--- src/rtl/systolic_feeder_if.sv ---
// Load/start handshake and skewed operand outputs of the systolic feeder.
interface systolic_feeder_if #(parameter int DATAWIDTH = 8);
   logic                 load_valid;
   logic                 load_ready;
   logic                 load_sel;
   logic [3:0]           load_addr;
   logic [DATAWIDTH-1:0] load_data;
   logic                 start;
   logic                 busy;
   logic                 done;
   logic [DATAWIDTH-1:0] a0, a1, a2;
   logic [DATAWIDTH-1:0] b0, b1, b2;

   modport master (
      output load_valid, load_sel, load_addr, load_data, start,
      input  load_ready, busy, done, a0, a1, a2, b0, b1, b2
   );

   modport slave (
      input  load_valid, load_sel, load_addr, load_data, start,
      output load_ready, busy, done, a0, a1, a2, b0, b1, b2
   );
endinterface

--- src/rtl/systolic_feeder.sv ---
// Holds two 3x3 operand matrices and streams them, row/column skewed,
// into the edge of a 3x3 output-stationary systolic array.
module systolic_feeder #(
   parameter int DATAWIDTH = 8
) (
   input  logic               clk,
   input  logic               rst,
   systolic_feeder_if.slave   bus
);
   typedef enum logic [1:0] {S_IDLE, S_FEED, S_DRAIN, S_DONE} state_t;
   typedef logic [DATAWIDTH-1:0] elem_t;

   state_t     state, state_n;
   logic [2:0] t, t_n;
   elem_t      ma   [9];
   elem_t      mb   [9];
   elem_t      ma_n [9];
   elem_t      mb_n [9];
   elem_t      a_q  [3];
   elem_t      b_q  [3];
   elem_t      a_n  [3];
   elem_t      b_n  [3];
   logic       wr_en;

   always_comb begin
      state_n = state;
      t_n     = t;
      case (state)
         S_IDLE:  if (bus.start) begin
                     state_n = S_FEED;
                     t_n     = 3'd0;
                  end
         S_FEED:  begin
                     t_n = t + 3'd1;
                     if (t == 3'd4) state_n = S_DRAIN;
                  end
         S_DRAIN: begin
                     t_n = t + 3'd1;
                     if (t == 3'd6) state_n = S_DONE;
                  end
         S_DONE:  begin
                     state_n = S_IDLE;
                     t_n     = 3'd0;
                  end
         default: begin
                     state_n = S_IDLE;
                     t_n     = 3'd0;
                  end
      endcase
   end

   // Writes are forwarded so a write coinciding with START feeds the first beat.
   always_comb begin
      wr_en = bus.load_valid && (state == S_IDLE) && (bus.load_addr <= 4'd8);
      ma_n  = ma;
      mb_n  = mb;
      if (wr_en) begin
         if (bus.load_sel) mb_n[bus.load_addr] = bus.load_data;
         else              ma_n[bus.load_addr] = bus.load_data;
      end
   end

   // Outputs are registered from the next t, so they appear in cycle t.
   always_comb begin
      for (int i = 0; i < 3; i++) begin
         int k;
         k      = int'(t_n) - i;
         a_n[i] = '0;
         b_n[i] = '0;
         if (state_n == S_FEED && k >= 0 && k <= 2) begin
            a_n[i] = ma_n[4'(i * 3 + k)];
            b_n[i] = mb_n[4'(k * 3 + i)];
         end
      end
   end

   always_ff @(posedge clk or posedge rst) begin
      if (rst) begin
         state <= S_IDLE;
         t     <= 3'd0;
         ma    <= '{default: '0};
         mb    <= '{default: '0};
         a_q   <= '{default: '0};
         b_q   <= '{default: '0};
      end else begin
         state <= state_n;
         t     <= t_n;
         ma    <= ma_n;
         mb    <= mb_n;
         a_q   <= a_n;
         b_q   <= b_n;
      end
   end

   assign bus.load_ready = (state == S_IDLE);
   assign bus.busy       = (state != S_IDLE);
   assign bus.done       = (state == S_DONE);
   assign bus.a0 = a_q[0];
   assign bus.a1 = a_q[1];
   assign bus.a2 = a_q[2];
   assign bus.b0 = b_q[0];
   assign bus.b1 = b_q[1];
   assign bus.b2 = b_q[2];
endmodule

--- src/flat_wrapper.sv ---
// flat-port wrapper written by rule: the top's interface ports become plain ports
module systolic_feeder_flat 
#(
   parameter int DATAWIDTH = 8
)
  (clk, rst, bus_load_valid, bus_load_sel, bus_load_addr, bus_load_data, bus_start, bus_load_ready, bus_busy, bus_done, bus_a0, bus_a1, bus_a2, bus_b0, bus_b1, bus_b2);
  systolic_feeder_if #(.DATAWIDTH(DATAWIDTH)) bus_i ();
  input  logic clk;
  input  logic rst;
  input wire logic [$bits(bus_i.load_valid)-1:0] bus_load_valid;
  input wire logic [$bits(bus_i.load_sel)-1:0] bus_load_sel;
  input wire logic [$bits(bus_i.load_addr)-1:0] bus_load_addr;
  input wire logic [$bits(bus_i.load_data)-1:0] bus_load_data;
  input wire logic [$bits(bus_i.start)-1:0] bus_start;
  output wire logic [$bits(bus_i.load_ready)-1:0] bus_load_ready;
  output wire logic [$bits(bus_i.busy)-1:0] bus_busy;
  output wire logic [$bits(bus_i.done)-1:0] bus_done;
  output wire logic [$bits(bus_i.a0)-1:0] bus_a0;
  output wire logic [$bits(bus_i.a1)-1:0] bus_a1;
  output wire logic [$bits(bus_i.a2)-1:0] bus_a2;
  output wire logic [$bits(bus_i.b0)-1:0] bus_b0;
  output wire logic [$bits(bus_i.b1)-1:0] bus_b1;
  output wire logic [$bits(bus_i.b2)-1:0] bus_b2;
  assign bus_i.load_valid = bus_load_valid;
  assign bus_i.load_sel = bus_load_sel;
  assign bus_i.load_addr = bus_load_addr;
  assign bus_i.load_data = bus_load_data;
  assign bus_i.start = bus_start;
  assign bus_load_ready = bus_i.load_ready;
  assign bus_busy = bus_i.busy;
  assign bus_done = bus_i.done;
  assign bus_a0 = bus_i.a0;
  assign bus_a1 = bus_i.a1;
  assign bus_a2 = bus_i.a2;
  assign bus_b0 = bus_i.b0;
  assign bus_b1 = bus_i.b1;
  assign bus_b2 = bus_i.b2;
  systolic_feeder #(.DATAWIDTH(DATAWIDTH)) u_core (.clk(clk), .rst(rst), .bus(bus_i));
endmodule
--- config.mk ---
export PLATFORM = sky130hd
export DESIGN_NAME = systolic_feeder_flat
export DESIGN_NICKNAME = d
export VERILOG_FILES = /design/src/rtl/systolic_feeder_if.sv /design/src/rtl/systolic_feeder.sv /design/src/flat_wrapper.sv
export SDC_FILE = /design/constraint.sdc
export NUM_CORES = 1
export LEC_CHECK = 0
export CORE_UTILIZATION = 55
export DETAILED_ROUTE_END_ITERATION = 8
export HOLD_SLACK_MARGIN = 0.15
export PLACE_DENSITY = 0.75
export SETUP_SLACK_MARGIN = 0.02
export SLEW_MARGIN = 10
export SYNTH_ARGS = -nofsm -noshare
export SYNTH_HDL_FRONTEND = slang
export SYNTH_SLANG_ARGS = --single-unit
--- constraint.sdc ---
create_clock -name clk -period 11.4 [get_ports clk]
set_input_delay 2.28 -clock clk [delete_from_list [all_inputs] [get_ports clk]]
set_output_delay 2.28 -clock clk [all_outputs]
set_load 0.02 [all_outputs]
==> results of run 1 <==
[power by group through the flow]
stage | logic, mW | registers [mW] | clock network (mW)
after floorplan | 1.71 | 0.973 | 0
after global placement | 2.34 | 0.948 | 0
after detailed placement | 2.36 | 0.954 | 0
after CTS | 2.38 | 0.944 | 0.617
after global routing | 2.63 | 0.964 | 0.643
final | 2.43 | 0.947 | 0.614
[worst reg2reg max path, delay by kind of cell (launching register included)]
| family | cells | cell delay [ns] |
|---|---|---|
| simple gates | 7 | 2.35 |
| buf+inv | 4 | 1.06 |
| fa+ha+maj | 2 | 0.76 |
| flops | 1 | 0.42 |
| compound gates | 1 | 0.14 |
[synthesized netlist by cell type, types with 16 or more instances]
| cell type | number | share of area |
|---|---|---|
| dfrtp_1 | 197 | 0.43 |
| nand2_1 | 117 | 0.038 |
| o21ai_0 | 103 | 0.045 |
| mux2_2 | 96 | 0.094 |
| nor2_1 | 96 | 0.031 |
| clkbuf_1 | 64 | 0.021 |
| inv_1 | 58 | 0.019 |
| a21oi_1 | 57 | 0.025 |
| mux2i_1 | 55 | 0.048 |
| o211ai_1 | 24 | 0.016 |
| nand4_1 | 22 | 0.012 |
| nand3_1 | 20 | 0.0087 |
| a211oi_1 | 19 | 0.012 |
| buf_2 | 19 | 0.0083 |
| ha_1 | 16 | 0.017 |
[per-stage QoR]
step	power (mW)	util	worst slack (ns)	hold slack [ns]	instances
after floorplan	2.68	-	3.75	0.444	1210
after global placement	3.28	0.600	4.62	0.459	1465
after detailed placement	3.32	0.600	4.57	0.471	1465
after CTS	3.94	0.628	5.05	0.488	1497
after global routing	4.24	0.628	4.60	0.509	1497
final	3.99	0.628	4.94	0.494	1497
[registers in the layout, indices dropped and copies added (netlist names)]
signal / count
u_core.state: 2
u_core.ma: 72
u_core.t: 3
u_core.bus.a0: 8
u_core.bus.b0: 8
u_core.mb: 72
u_core.bus.b2: 8
u_core.bus.a2: 8
u_core.bus.b1: 8
u_core.bus.a1: 8
[path summary, 6_finish.rpt]
| kind | endpoint | start | depth (start not counted) | slack (ns) |
|---|---|---|---|---|
| min | u_core.ma[55] | u_core.ma[55] | 2 | 0.49 |
| max | u_core.bus.b1[1] | bus_start | 14 | 4.94 |
| max in group asynchronous | u_core.bus.b0[7] | rst | 3 | 7.59 |
| min in group asynchronous | u_core.mb[13] | rst | 2 | 2.36 |
| min reg2reg | u_core.ma[55] | u_core.ma[55] | 2 | 0.49 |
| max reg2reg | u_core.bus.b0[4] | u_core.state[1] | 14 | 6.61 |
[logic make-up after synthesis]
| logic type | count (synthesis) | synth area share |
|---|---|---|
| simple gates | 365 | 0.163 |
| flops | 197 | 0.430 |
| xor+xnor | 8 | 0.00677 |
| fa+ha+maj | 17 | 0.0192 |
| mux | 153 | 0.146 |
| buf+inv | 158 | 0.0571 |
| compound gates | 312 | 0.177 |
[metal layers]
layer | vias to the layer above | track usage
met5 | - | 0
met4 | 0 | 0.151
met3 | 96 | 0.0463
met2 | 513 | 0.503
met1 | 4777 | 0.435
li1 | 4383 | -
[final cells by class]
class                           count  area, um2
Clock buffer                       19        443
Tap cell                          270        338
Sequential cell                   197       4930
Fill cell                        1671       7550
Inverter                           59        229
Multi-Input combinational cell    855       5880
Timing Repair Buffer               84        798
Clock inverter                     13        138
==> out/metrics.cfg, run 1 <==
[global_routing]
overflow=0
grt_pass1_vias=9364
antenna_found_initial=0
grt_max_degree=127
grt_pass1_wl_um=52800
grt_usage=0.319

[floorplanning]
start_util=0.564
die_area_mm2=0.0214
io-pin-count=68
core_mm2=0.0203
dieWidth_um=146
dieHeight_um=146
fp-row-count=52

[critical_path]
worstPathArrival_ns=6.82
worstSetupPathType=primary input to flop
crit_buf_inv=4
slowest_stage=clkdlybuf4s50_1
cp_max_fo=48
cp-end-kind=flop
cp_top_family=buffers and inverters
slowest_delay_ns=0.96
critPathRequiredTime_ns=11.76
worstPathCellList=clkdlybuf4s50_1 > and3b_1 > buf_4 > nor2_4 > buf_4 > inv_2 > ha_1 > nor2b_1 > ha_1 > fa_1 > xnor2_1 > xor2_1 > or4_1 > a21oi_1
crit_path_start_kind=primary input

[flow_run]
maxCapViolations=0

[clock_tree]
cts_tree=done
postCtsSetupBuffers=0
cts_htree_levels=4
cts_root_buf=clkbuf_16
clk_pin_slew_ns=0.08
clock_sinks=197
insertion_delay_ns=0.45
cts.hold.buffers_added=0
cts_resized=0
clk_path_buf_depth=2
cts-buffers-inserted=17

[logic_synthesis]
yosys_warnings=0
synth-seq-cells=197
yosysSeqAreaShare=0.430
synth_fp_nets=1244
syn_inst=1210
ys_types=80
syn_area_mm2=0.0115
synth_edf_count=0
synth_ff_type=dfrtp_1
async_reset_ff_frac=1.00
syn_avg_cell_area_um2=9.46

[timing]
rsz0062_at_grt=false
fin_skew_ns=0.0105
clock.fmax_ghz=0.155
relSlewSlack=0.249
period_needed_ns=6.46
fin_tns_setup_ns=0
hold_viol=0
tightestPinTransition_ns=1.12
period_share=0.567
slew_viol_final=0
setup_viol=0

[power]
p_per_area_mw_per_mm2=313
sequentialPowerShare=0.238
netSwitchingFraction=0.492
ir_worst_vdd_v=0.000298
internal_power_mw=2.02
p_leak_nw=5.94
p_clk_frac=0.154
p_switching_mw=1.96
pwr-share-comb=0.609

[detailed_routing]
wl_um=33400
drtPass1Iterations=7
ant_nets=0
wl_met2_um=15700
drcViolationCount=0
met1Wirelength_um=14200
wl_per_cell_um=22.3
drt_iter0_markers=1140
vias_per_cell=6.53
wl_met3_um=2170
vias=9769
top_layer_used=met4

[cells_and_area]
diodes=0
final_nets=1248
design_area_mm2=0.0128
layout-drive-gt1-share=0.139
final_common_cell=dfrtp_1
final_cell_mix=197 x dfrtp_1, 117 x nand2_1, 103 x o21ai_0
areaGrowthSynthToFinish_pct=11.3

[placed_design]
placed_area_mm2=0.0122
routabilityCongestion=0.913
portBuffers=67
hpwl_um=21900

[status]
status=finished clean

[worst_hold_path]
hold_path.class=flop to flop

Note: power is estimated with default switching activity, not from simulation.
==> inputs of run 2 (changes only) <==
- PLACE_DENSITY: 0.75 -> 0.77
- clock period: 11.4 -> 5.7 ns (I/O delays scaled with it)
==> run 2 against run 1 <==
  * Power rose by 100%
  * Sequential share of layout area shrank 0.25 points
  * Final cell count rose by 0.47%
  * Sequential power up 100%
  * Utilization up 0.41 points
  * Wire length increased by 2.8%
  * Flip-flop and latch count is the same
  * Clock-buffer cell count shrank 2
  * First-iteration DRC count down 9.8%
  * Hold slack worse by 0.00092 ns
==> out/metrics.cfg, run 2 (synthesis results as in run 1) <==
[floorplanning]
io-pin-count=68  ; unchanged
start_util=0.564  ; unchanged
dieWidth_um=146  ; unchanged
core_mm2=0.0203  ; unchanged
dieHeight_um=146  ; unchanged
die_area_mm2=0.0214  ; unchanged
fp-row-count=52  ; unchanged

[timing]
slew_viol_final=0  ; unchanged
tightestPinTransition_ns=1.06  ; -0.0576 ns
rsz0062_at_grt=false
fin_skew_ns=0.0134  ; +0.00288 ns
hold_viol=0  ; unchanged
clock.fmax_ghz=0.222
setup_viol=0  ; unchanged
fin_tns_setup_ns=0  ; unchanged
period_needed_ns=4.50
relSlewSlack=0.284  ; +0.0345
period_share=0.790

[critical_path]
slowest_stage=nor3b_4
worstPathArrival_ns=4.86  ; -1.96 ns
cp-end-kind=flop
crit_top_cell=ha_1
crit_path_start_kind=flop
rrSetupSlack_ns=1.20  ; -5.41 ns
worstPathCellList=inv_1 > ha_1 > nor3b_4 > nor2_4 > inv_2 > ha_1 > nor2b_1 > ha_1 > fa_1 > xnor2_1 > xor2_1 > or4_1 > a21oi_1
slowest_delay_ns=0.86  ; -0.10 ns
cp_max_fo=17  ; -65%
cp_top_family=simple AND/OR/NAND/NOR gates
worstSetupPathType=flop to flop
critPathRequiredTime_ns=6.05  ; -5.71 ns
crit_buf_inv=2  ; -2

[power]
p_leak_nw=5.99  ; +0.73%
pwr-share-comb=0.610  ; about the same
netSwitchingFraction=0.496  ; +0.00369
p_total_mw=8.00  ; +100%
p_clk_frac=0.153  ; about the same
ir_worst_vdd_v=0.000478  ; +60%
internal_power_mw=4.03  ; +99%
p_per_area_mw_per_mm2=623  ; +99%
p_switching_mw=3.97  ; +100%
sequentialPowerShare=0.237  ; about the same

[clock_tree]
clk_pin_slew_ns=0.08  ; about the same
cts_resized=0  ; unchanged
postCtsSetupBuffers=0  ; unchanged
cts_root_buf=clkbuf_16
insertion_delay_ns=0.45  ; about the same
cts_htree_levels=4  ; unchanged
cts.hold.buffers_added=0  ; unchanged
clk_path_buf_depth=2  ; unchanged
clock_sinks=197  ; unchanged
cts_tree=done
cts-buffers-inserted=17  ; unchanged

[cells_and_area]
regArea_mm2=0.00493  ; unchanged
final_nets=1254  ; +0.48%
reg_top3=u_core.ma (72), u_core.mb (72)
layout-drive-gt1-share=0.144  ; +0.00500
final_cell_mix=197 x dfrtp_1, 117 x nand2_1, 103 x o21ai_0
areaGrowthSynthToFinish_pct=12.1
fillers=1714  ; +2.6%
design_area_mm2=0.0128  ; +0.65%
multiInputGateArea_mm2=0.00588  ; unchanged
final_common_cell=dfrtp_1

[global_routing]
grt_pass1_vias=9521  ; +1.7%
grt_pass1_wl_um=53600  ; +1.4%
overflow=0  ; unchanged
antenna_found_initial=1  ; +1
grt_usage=0.327  ; +0.00739
grt_max_degree=132  ; +3.9%

[detailed_routing]
drt_iter0_markers=1028  ; -9.8%
wl_um=34400  ; +2.8%
drcViolationCount=0  ; unchanged
vias_per_cell=6.55  ; +0.37%
drtPass1Iterations=5  ; -2
wl_per_cell_um=22.9  ; +2.4%
vias=9851  ; +0.84%
ant_nets=0  ; unchanged

[status]
status=finished clean

[placed_design]
placed_area_mm2=0.0122  ; +0.44%
routabilityCongestion=0.961  ; +5.2%
hpwl_um=22800  ; +4.1%
portBuffers=67  ; unchanged

[flow_run]
maxCapViolations=0  ; unchanged

[worst_hold_path]
hold_path.class=flop to flop

==> run 2: path summary, 6_finish.rpt <==
kind / start / endpoint / cells after the start
setup / recovery: u_core.state[0] / u_core.bus.b1[1] / 13
hold / removal: u_core.mb[6] / u_core.mb[6] / 2
setup reg to reg: u_core.state[0] / u_core.bus.b1[1] / 13
hold reg to reg: u_core.mb[6] / u_core.mb[6] / 2
max in group asynchronous: rst / u_core.mb[6] / 3
min in group asynchronous: rst / u_core.mb[13] / 3
==> run 2: tightest hold or removal path, delay by kind of cell (launching register included) <==
| family | cells | cell delay, ns |
|---|---|---|
| buffers and inverters | 1 | 0.05 |
| flip-flops | 1 | 0.33 |
| multiplexers | 1 | 0.08 |
==> run 2: through the flow <==
stage	utilization	cells	setup slack (ns)	hold slack [ns]
2_1_floorplan	-	1210	1.13	0.444
3_5_place_dp	0.602	1471	0.860	0.475
6_report	0.632	1504	1.20	0.493
4_1_cts	0.632	1503	1.26	0.493
5_1_grt	0.632	1503	0.933	0.515
3_3_place_gp	0.602	1471	0.906	0.460
==> run 2: cell type report <==
class	count	area share
clock inverters	15	0.0141
inverters	59	0.0175
diodes	1	0.000195
multi-input cells	855	0.458
well taps	270	0.0263
clock buffers	17	0.0331
flip-flops and latches	197	0.384
repair buffers	90	0.0667
==> run 2: power groups by stage <==
stage | registers, mW | clock network (mW) | logic (mW)
after floorplan | 1.95 | 0 | 3.42
after global placement | 1.90 | 0 | 4.70
after global routing | 1.92 | 1.29 | 5.27
final | 1.89 | 1.23 | 4.88
after detailed placement | 1.91 | 0 | 4.74
after CTS | 1.89 | 1.24 | 4.77
==> run 2: per-layer routing <==
metal	track usage	up-vias	routed length, um
met4	0.168	0	1640
met3	0.0566	103	2570
met1	0.428	4829	14000
met5	0	-	0
li1	-	4389	-
met2	0.522	530	16100
